## src/rtl/mem_arbiter_pkg.sv

```systemverilog
// Shared types and field widths for the fetch/data memory arbiter.
package mem_arbiter_pkg;

  localparam int unsigned DataW = 32;
  localparam int unsigned WeW   = 4;

  typedef enum logic [1:0] {
    StIdle  = 2'd0,
    StWaitI = 2'd1,
    StWaitD = 2'd2
  } arb_state_e;

  // Data has priority unless fetch has been starved for the full allowance.
  function automatic logic fetch_wins(input logic if_req, input logic d_req, input logic starved);
    return if_req && (!d_req || starved);
  endfunction

endpackage

```

## src/rtl/mem_arbiter.sv

```systemverilog
// Two-port (fetch/data) arbiter onto a single memory port with one outstanding
// transaction and bounded fetch starvation.
module mem_arbiter
  import mem_arbiter_pkg::*;
#(
  parameter int unsigned STARVE_MAX = 4,
  parameter int unsigned AW         = 32
) (
  input  logic             clk,
  input  logic             rst,

  input  logic             if_req,
  input  logic [AW-1:0]    if_addr,
  output logic             if_gnt,
  output logic             if_rvalid,
  output logic [DataW-1:0] if_rdata,

  input  logic             d_req,
  input  logic [WeW-1:0]   d_we,
  input  logic [AW-1:0]    d_addr,
  input  logic [DataW-1:0] d_wdata,
  output logic             d_gnt,
  output logic             d_rvalid,
  output logic [DataW-1:0] d_rdata,

  output logic             mem_req,
  output logic [WeW-1:0]   mem_we,
  output logic [AW-1:0]    mem_addr,
  output logic [DataW-1:0] mem_wdata,
  input  logic             mem_ready,
  input  logic             mem_rvalid,
  input  logic [DataW-1:0] mem_rdata
);

  localparam int unsigned CntW =
      ($clog2(STARVE_MAX + 1) > 3) ? $clog2(STARVE_MAX + 1) : 3;
  localparam logic [CntW-1:0] StarveLimit = CntW'(STARVE_MAX);

  arb_state_e      state_q, state_d;
  logic [CntW-1:0] starve_cnt_q, starve_cnt_d;
  logic            is_store_q, is_store_d;

  logic starved;
  logic pick_fetch;

  assign starved    = (starve_cnt_q == StarveLimit);
  assign pick_fetch = fetch_wins(if_req, d_req, starved);

  always_ff @(posedge clk) begin
    if (rst) begin
      state_q      <= StIdle;
      starve_cnt_q <= '0;
      is_store_q   <= 1'b0;
    end else begin
      state_q      <= state_d;
      starve_cnt_q <= starve_cnt_d;
      is_store_q   <= is_store_d;
    end
  end

  always_comb begin
    state_d      = state_q;
    starve_cnt_d = starve_cnt_q;
    is_store_d   = is_store_q;

    mem_req   = 1'b0;
    mem_we    = '0;
    mem_addr  = '0;
    mem_wdata = '0;
    if_gnt    = 1'b0;
    d_gnt     = 1'b0;
    if_rvalid = 1'b0;
    if_rdata  = '0;
    d_rvalid  = 1'b0;
    d_rdata   = '0;

    // Outputs are forced quiet during reset; the register block handles state.
    if (!rst) begin
      unique case (state_q)
        StIdle: begin
          // mem_rvalid seen here is stray and deliberately ignored.
          if (if_req || d_req) begin
            mem_req = 1'b1;
            if (pick_fetch) begin
              mem_addr = if_addr;
              if_gnt   = mem_ready;
              if (mem_ready) begin
                state_d      = StWaitI;
                starve_cnt_d = '0;
              end
            end else begin
              mem_we    = d_we;
              mem_addr  = d_addr;
              mem_wdata = d_wdata;
              d_gnt     = mem_ready;
              if (mem_ready) begin
                state_d    = StWaitD;
                is_store_d = |d_we;
                if (if_req && !starved) begin
                  starve_cnt_d = starve_cnt_q + 1'b1;
                end
              end
            end
          end
        end
        StWaitI: begin
          if (mem_rvalid) begin
            if_rvalid = 1'b1;
            if_rdata  = mem_rdata;
            state_d   = StIdle;
          end
        end
        StWaitD: begin
          if (mem_rvalid) begin
            d_rvalid = 1'b1;
            d_rdata  = is_store_q ? '0 : mem_rdata;
            state_d  = StIdle;
          end
        end
        default: state_d = StIdle;
      endcase
    end
  end

endmodule

```

## config.mk

```make
export PLATFORM = sky130hd
export DESIGN_NAME = mem_arbiter
export DESIGN_NICKNAME = d
export VERILOG_FILES = /design/src/rtl/mem_arbiter_pkg.sv /design/src/rtl/mem_arbiter.sv
export SDC_FILE = /design/constraint.sdc
export NUM_CORES = 1
export LEC_CHECK = 0
export BUFFER_PORTS_ARGS = -buffer_cell sky130_fd_sc_hd__buf_2
export CAP_MARGIN = 5
export CORE_AREA = 2 2 107 109
export DETAILED_ROUTE_END_ITERATION = 12
export DIE_AREA = 0 0 109 111
export PLACE_DENSITY_LB_ADDON = 0.08
export SYNTH_ARGS = -nofsm -noshare
export SYNTH_HDL_FRONTEND = slang
export SYNTH_SLANG_ARGS = --single-unit
```

## constraint.sdc

```tcl
create_clock -name clk -period 3.4 [get_ports clk]
set_input_delay 0.34 -clock clk [delete_from_list [all_inputs] [get_ports clk]]
set_output_delay 0.34 -clock clk [all_outputs]
set_load 0.01 [all_outputs]
```

==> qor.txt, run 1 <==
Status = finished, final reports clean
Share of the core filled with cells = 29.7%
WL/cell = 12.9 um
Most frequent cells in the layout = 274 x buf_2, 70 x and2_1, 37 x a21oi_1, 36 x nand3_1, 30 x and2_4
Reg power frac = 13.3%
Final worst setup slack = 0.908 ns
Number of fill cells = 1,249
Cts repair resizes = 0
Mapped cell area = 0.00180 mm2
Clock power frac = 33.6%
Slowest cell delay on critical path = 0.72 ns
Cell count after placement = 670
GRT Util Overall = 12.9%
Placed instance area = 0.00321 mm2
Number of port buffers = 274
Fmax = 0.401 GHz
RSZ-0062 raised after global routing = no
Hold slack = 0.398 ns
Initial antenna violation count = 0
PwrDens = 174 mW/mm2
Final worst path period share = 73.3%
Area Overhead vs Synth = 82.6%
Cells after Synth = 278
Post-CTS setup buffers = 0
Crit-path cells = inv_1, ha_1, a21boi_4, o21ai_0, a21oi_1, buf_2
CP startpoint kind = register
Post-route antenna net violation count = 0
Lkg Pwr = 1.99 nW
P_sw = 199 uW
First drt pass iteration count = 4
Slew Viols, Final = 0
Routability congestion estimate = 0.775
Avg Synthesized Cell Area = 6.47 um2
CP bufs+invs = 2
Power Total = 571 uW
Layout cell share with drive strength beyond 1 = 59.2%
Yosys reg bits = 6
Final Hold Viols = 0
Worst slew margin = 39.0%
Remaining DRCs = 0
Layout Cells excl Fill = 673
Worst-path fanout max = 36
Die Area = 0.0121 mm2
Core area = 0.0111 mm2
P_int = 372 uW
Worst Setup SP = starve_cnt_q[0]
ANT cells = 0
Fin Setup TNS = 0 ns
Clk sinks = 6
Pin count of the biggest net entering global routing = 38
Worst Clk Skew = 0.00276 ns
VDD IR max = 0.125 mV
Data required, critical path = 3.06 ns
Worst-Margin Slew = 0.915 ns
Hold Buf Count CTS = 0
Chip Height = 111 um
Top Ports = 275
Library cells used by synthesis = 33
CTS H-Tree Depth = 1
Logic pwr share = 53.1%
Minimum clock period = 2.49 ns
Insertion delay to the later sink of the worst-skew pair = 0.23 ns
CP endpoint kind = primary output
Clock Path Buffers = 2
Commonest non-fill, non-tap cell in the layout = buf_2
Crit Path Category = reg -> out
Post-detail-place hpwl = 6830 um
First-pass GRT wire length = 12,900 um
Max Cap Viol = 0
CTS Root Cell = clkbuf_16
Pre-CTS setup slack = 1.16 ns
Hold crit path type = in -> reg
TritonCTS clock tree = done
Number of setup violations in the final report = 0
Vias in the first global route = 2,664
Row cnt = 39
Sequential-to-total area share from yosys stat = 6.68%
Finished Cell Area = 0.00329 mm2
Die W = 109 um
YS warnings = 0
Iteration-0 DRC Markers = 120
Fin nets = 675
GRT Residual Overflow = 0
CP Data Arrival Time = 2.15 ns
R2r startpoint = starve_cnt_q[0]
CTS buffer count = 3
Synth Net Count = 421
Slowest stage cell, crit path = a21boi_4
Top cell family by delay on the critical path = compound AO/OA/AOI/OAI gates
Via density = 4.26
Hold path start = rst
Sw frac = 34.8%
Via count = 2,869
CTS clk-pin slew, worst paths = 0.04 ns
Initial Utilization = 16.2%
WL final = 8650 um
==> state kept, by name, indices dropped and copies added, names as in the netlist <==
register / count
starve_cnt_q: 3
state_q: 2
is_store_q: 1
==> area by class of cell <==
class                   count  area, um2  area share [%]
clock buffers               3       75.1            2.28
inverters                   7       26.3           0.800
multi-input cells         238       1500            45.6
flip-flops and latches      6        120            3.66
well taps                 143        179            5.45
repair buffers            276       1390            42.2
==> worst register-to-register path, stage by stage (launching register included) <==
cell	delay, ns
dfxtp_1	0.34
inv_1	0.06
ha_1	0.27
a21boi_4	0.72
nand3_1	0.15
a21oi_1	0.17
==> logic make-up (layout without fill, tap and decap cells) <==
family,Yosys count,in the layout,share of synthesized area (%)
simple gates,157,157,56.7
compound gates,76,76,23.2
buf+inv,34,286,10.0
flops,6,6,6.68
fa+ha+maj,5,5,3.48
==> power groups by stage <==
| stage | Clock [mW] | Sequential [mW] | Combinational [mW] |
|---|---|---|---|
| 6_report | 0.192 | 0.0760 | 0.303 |
| 5_1_grt | 0.200 | 0.0764 | 0.337 |
| 4_1_cts | 0.196 | 0.0760 | 0.307 |
| 3_5_place_dp | 0 | 0.0770 | 0.306 |
| 3_3_place_gp | 0 | 0.0771 | 0.307 |
| 2_1_floorplan | 0 | 0.0764 | 0.162 |
==> final timing paths <==
kind / cells after the start / end / slack (ns)
worst max register to register: 5 / starve_cnt_q[1] / 1.62
worst max-delay path: 6 / mem_addr[5] / 0.91
worst min register to register: 2 / starve_cnt_q[0] / 0.47
worst min-delay path: 2 / starve_cnt_q[0] / 0.40
==> Yosys cell counts <==
cell       n  area share (%)
and2_1    70              24
a21oi_1   37              10
nand3_1   36              10
and2_4    30              15
o21ai_0   28             7.8
clkbuf_1  10             2.1
inv_1      7             1.5
buf_2      6             1.7
dfxtp_1    6             6.7
and3_1     5             1.7
ha_1       5             3.5
o21ai_1    5             1.4
buf_6      4             2.5
buf_4      3             1.3
clkbuf_2   3            0.83
nand2_1    3            0.63
nor2b_1    2            0.70
nor3_1     2            0.56
nor3b_1    2            0.83
a21bo_2    1            0.56
a21boi_4   1             1.0
and2b_1    1            0.42
and3b_1    1            0.49
and4_4     1            0.63
buf_1      1            0.21
nand2b_1   1            0.35
nand3_2    1            0.56
nand4b_1   1            0.49
nor4_1     1            0.35
o211ai_2   1            0.70
o311ai_0   1            0.49
o31ai_1    1            0.42
o41ai_1    1            0.49
==> metal layers <==
layer / track usage [%] / part of all wire (%) / routed length (um) / vias to the layer above
met5: 0 / 0 / 0 / -
met4: 2.48 / 1.1 / 99 / 0
met3: 1.53 / 9.3 / 808 / 8
met2: 25.8 / 53 / 4570 / 160
met1: 13.9 / 37 / 3180 / 1258
li1: - / - / - / 1443
Note: power is estimated with default switching activity, not from simulation.
==> inputs of run 2 (changes only) <==
==> constraint.sdc (replaced) <==
create_clock -name clk -period 2 [get_ports clk]
set_input_delay 0.2 -clock clk [delete_from_list [all_inputs] [get_ports clk]]
set_output_delay 0.2 -clock clk [all_outputs]
set_load 0.01 [all_outputs]
==> run 2 against run 1 <==
Against the previous run:
- non-clock buffer count increased by 6
- first-iteration DRC count down 23%
- sequential power is 70% higher
- register-to-register slack worse by 1.1 ns
- total power grew 75%
- via count is 1.2% higher
- critical path depth unchanged
==> qor.txt, run 2 (synthesis results as in run 1) <==
Status = finished, final reports clean
Post-route antenna net violation count = 0
First drt pass iteration count = 4
Lkg Pwr = 2.03 nW
Fin nets = 683
Number of fill cells = 1,250
Final Hold Viols = 0
Core area = 0.0111 mm2
Slew Viols, Final = 0
Chip Height = 111 um
Reg with most FFs = starve_cnt_q
Iteration-0 DRC Markers = 93
Post-detail-place hpwl = 6970 um
Worst slew margin = 77.5%
Die Area = 0.0121 mm2
Post-CTS setup buffers = 0
Initial Utilization = 16.2%
Remaining DRCs = 0
Minimum clock period = 1.90 ns
Data required, critical path = 1.80 ns
CP endpoint kind = primary output
CTS buffer count = 3
Worst-path fanout max = 18
Layout cell share with drive strength beyond 1 = 60.4%
CP Data Arrival Time = 1.70 ns
GRT Residual Overflow = 0
Fin Setup TNS = 0 ns
Max Cap Viol = 0
Final worst path period share = 95.0%
Area of the multi-input gates = 0.00153 mm2
Initial antenna violation count = 0
CTS clk-pin slew, worst paths = 0.03 ns
Worst-Margin Slew = 0.338 ns
Worst Clk Skew = 0.000501 ns
Top Ports = 275
Routability congestion estimate = 0.780
GRT Util Overall = 12.9%
Max reg flops = 3
Via density = 4.26
Hold slack = 0.268 ns
CP startpoint kind = register
VDD IR max = 0.179 mV
TritonCTS clock tree = done
Commonest non-fill, non-tap cell in the layout = buf_2
Pin count of the biggest net entering global routing = 37
Clock Path Buffers = 2
Crit Path Category = reg -> out
Insertion delay to the later sink of the worst-skew pair = 0.23 ns
Row cnt = 39
PwrDens = 296 mW/mm2
Vias in the first global route = 2,558
Clk sinks = 6
Most frequent cells in the layout = 274 x buf_2, 70 x and2_1, 37 x a21oi_1, 36 x nand3_1, 30 x and2_4
Fmax = 0.526 GHz
Hold crit path type = in -> reg
CTS H-Tree Depth = 1
Die W = 109 um
ANT cells = 0
WL/cell = 13.1 um
Hold Buf Count CTS = 0
First-pass GRT wire length = 12,600 um
WL final = 8950 um
RSZ-0062 raised after global routing = no
Number of setup violations in the final report = 0
Via count = 2,902
Area Overhead vs Synth = 88.2%
Number of port buffers = 274
Register Area = 120 um2
CTS Root Cell = clkbuf_16
Regs by FF count = starve_cnt_q: 3 flops, state_q: 2 flops, is_store_q: 1 flops
[run 2: final cells by class]
| class | count | share of cell area [%] |
|---|---|---|
| multi-input cells | 240 | 45.2 |
| repair buffers | 282 | 43.0 |
| well taps | 143 | 5.28 |
| flip-flops and latches | 6 | 3.55 |
| clock buffers | 3 | 2.22 |
| inverters | 7 | 0.776 |
[run 2: worst max-delay path: stages (launching register included)]
cell     delay (ns)
dfxtp_1        0.34
inv_1          0.08
ha_2           0.23
nand3_2        0.16
and4_4         0.38
and2_4         0.17
buf_2          0.12
[run 2: path summary, 6_finish.rpt]
| path | startpoint | to | slack [ns] | cells past startpoint |
|---|---|---|---|---|
| min reg2reg | starve_cnt_q[1] | starve_cnt_q[1] | 0.47 | 2 |
| min | mem_ready | state_q[0] | 0.27 | 3 |
| max reg2reg | state_q[0] | state_q[0] | 0.57 | 5 |
| max | starve_cnt_q[0] | mem_wdata[9] | 0.1 | 6 |
[run 2: timing repair]
item / in CTS / in global routing
gates resized for setup: 2 / 4
gates cloned: 1 / 1
hold endpoints to repair: 0 / 0
endpoints found under the setup margin: 68 / 88
[run 2: per-layer routing]
| metal | global-route usage [%] | vias to the layer above | wire (um) |
|---|---|---|---|
| met5 | 0 | - | 0 |
| met4 | 3.42 | 0 | 117 |
| met3 | 1.59 | 8 | 811 |
| met2 | 26.5 | 155 | 4780 |
| met1 | 13.2 | 1270 | 3240 |
| li1 | - | 1469 | - |
[run 2: stage by stage]
stage               std cells  cell area, um2  setup slack, ns  power [mW]  util (%)
floorplan                 278            1800            0.427       0.405         -
global placement          676            3280           0.0556       0.672      29.6
detailed placement        676            3280           0.0278       0.669      29.6
CTS                       680            3370          0.00283        1.01      30.4
global route              681            3390           0.0191        1.06      30.6
finish                    681            3390           0.0995        1.00      30.6
[run 2: power by group]
part / internal [mW] / switching [mW] / total, mW
clock: 0.257 / 0.0706 / 0.327
combinational: 0.270 / 0.276 / 0.545
sequential: 0.126 / 0.00321 / 0.129
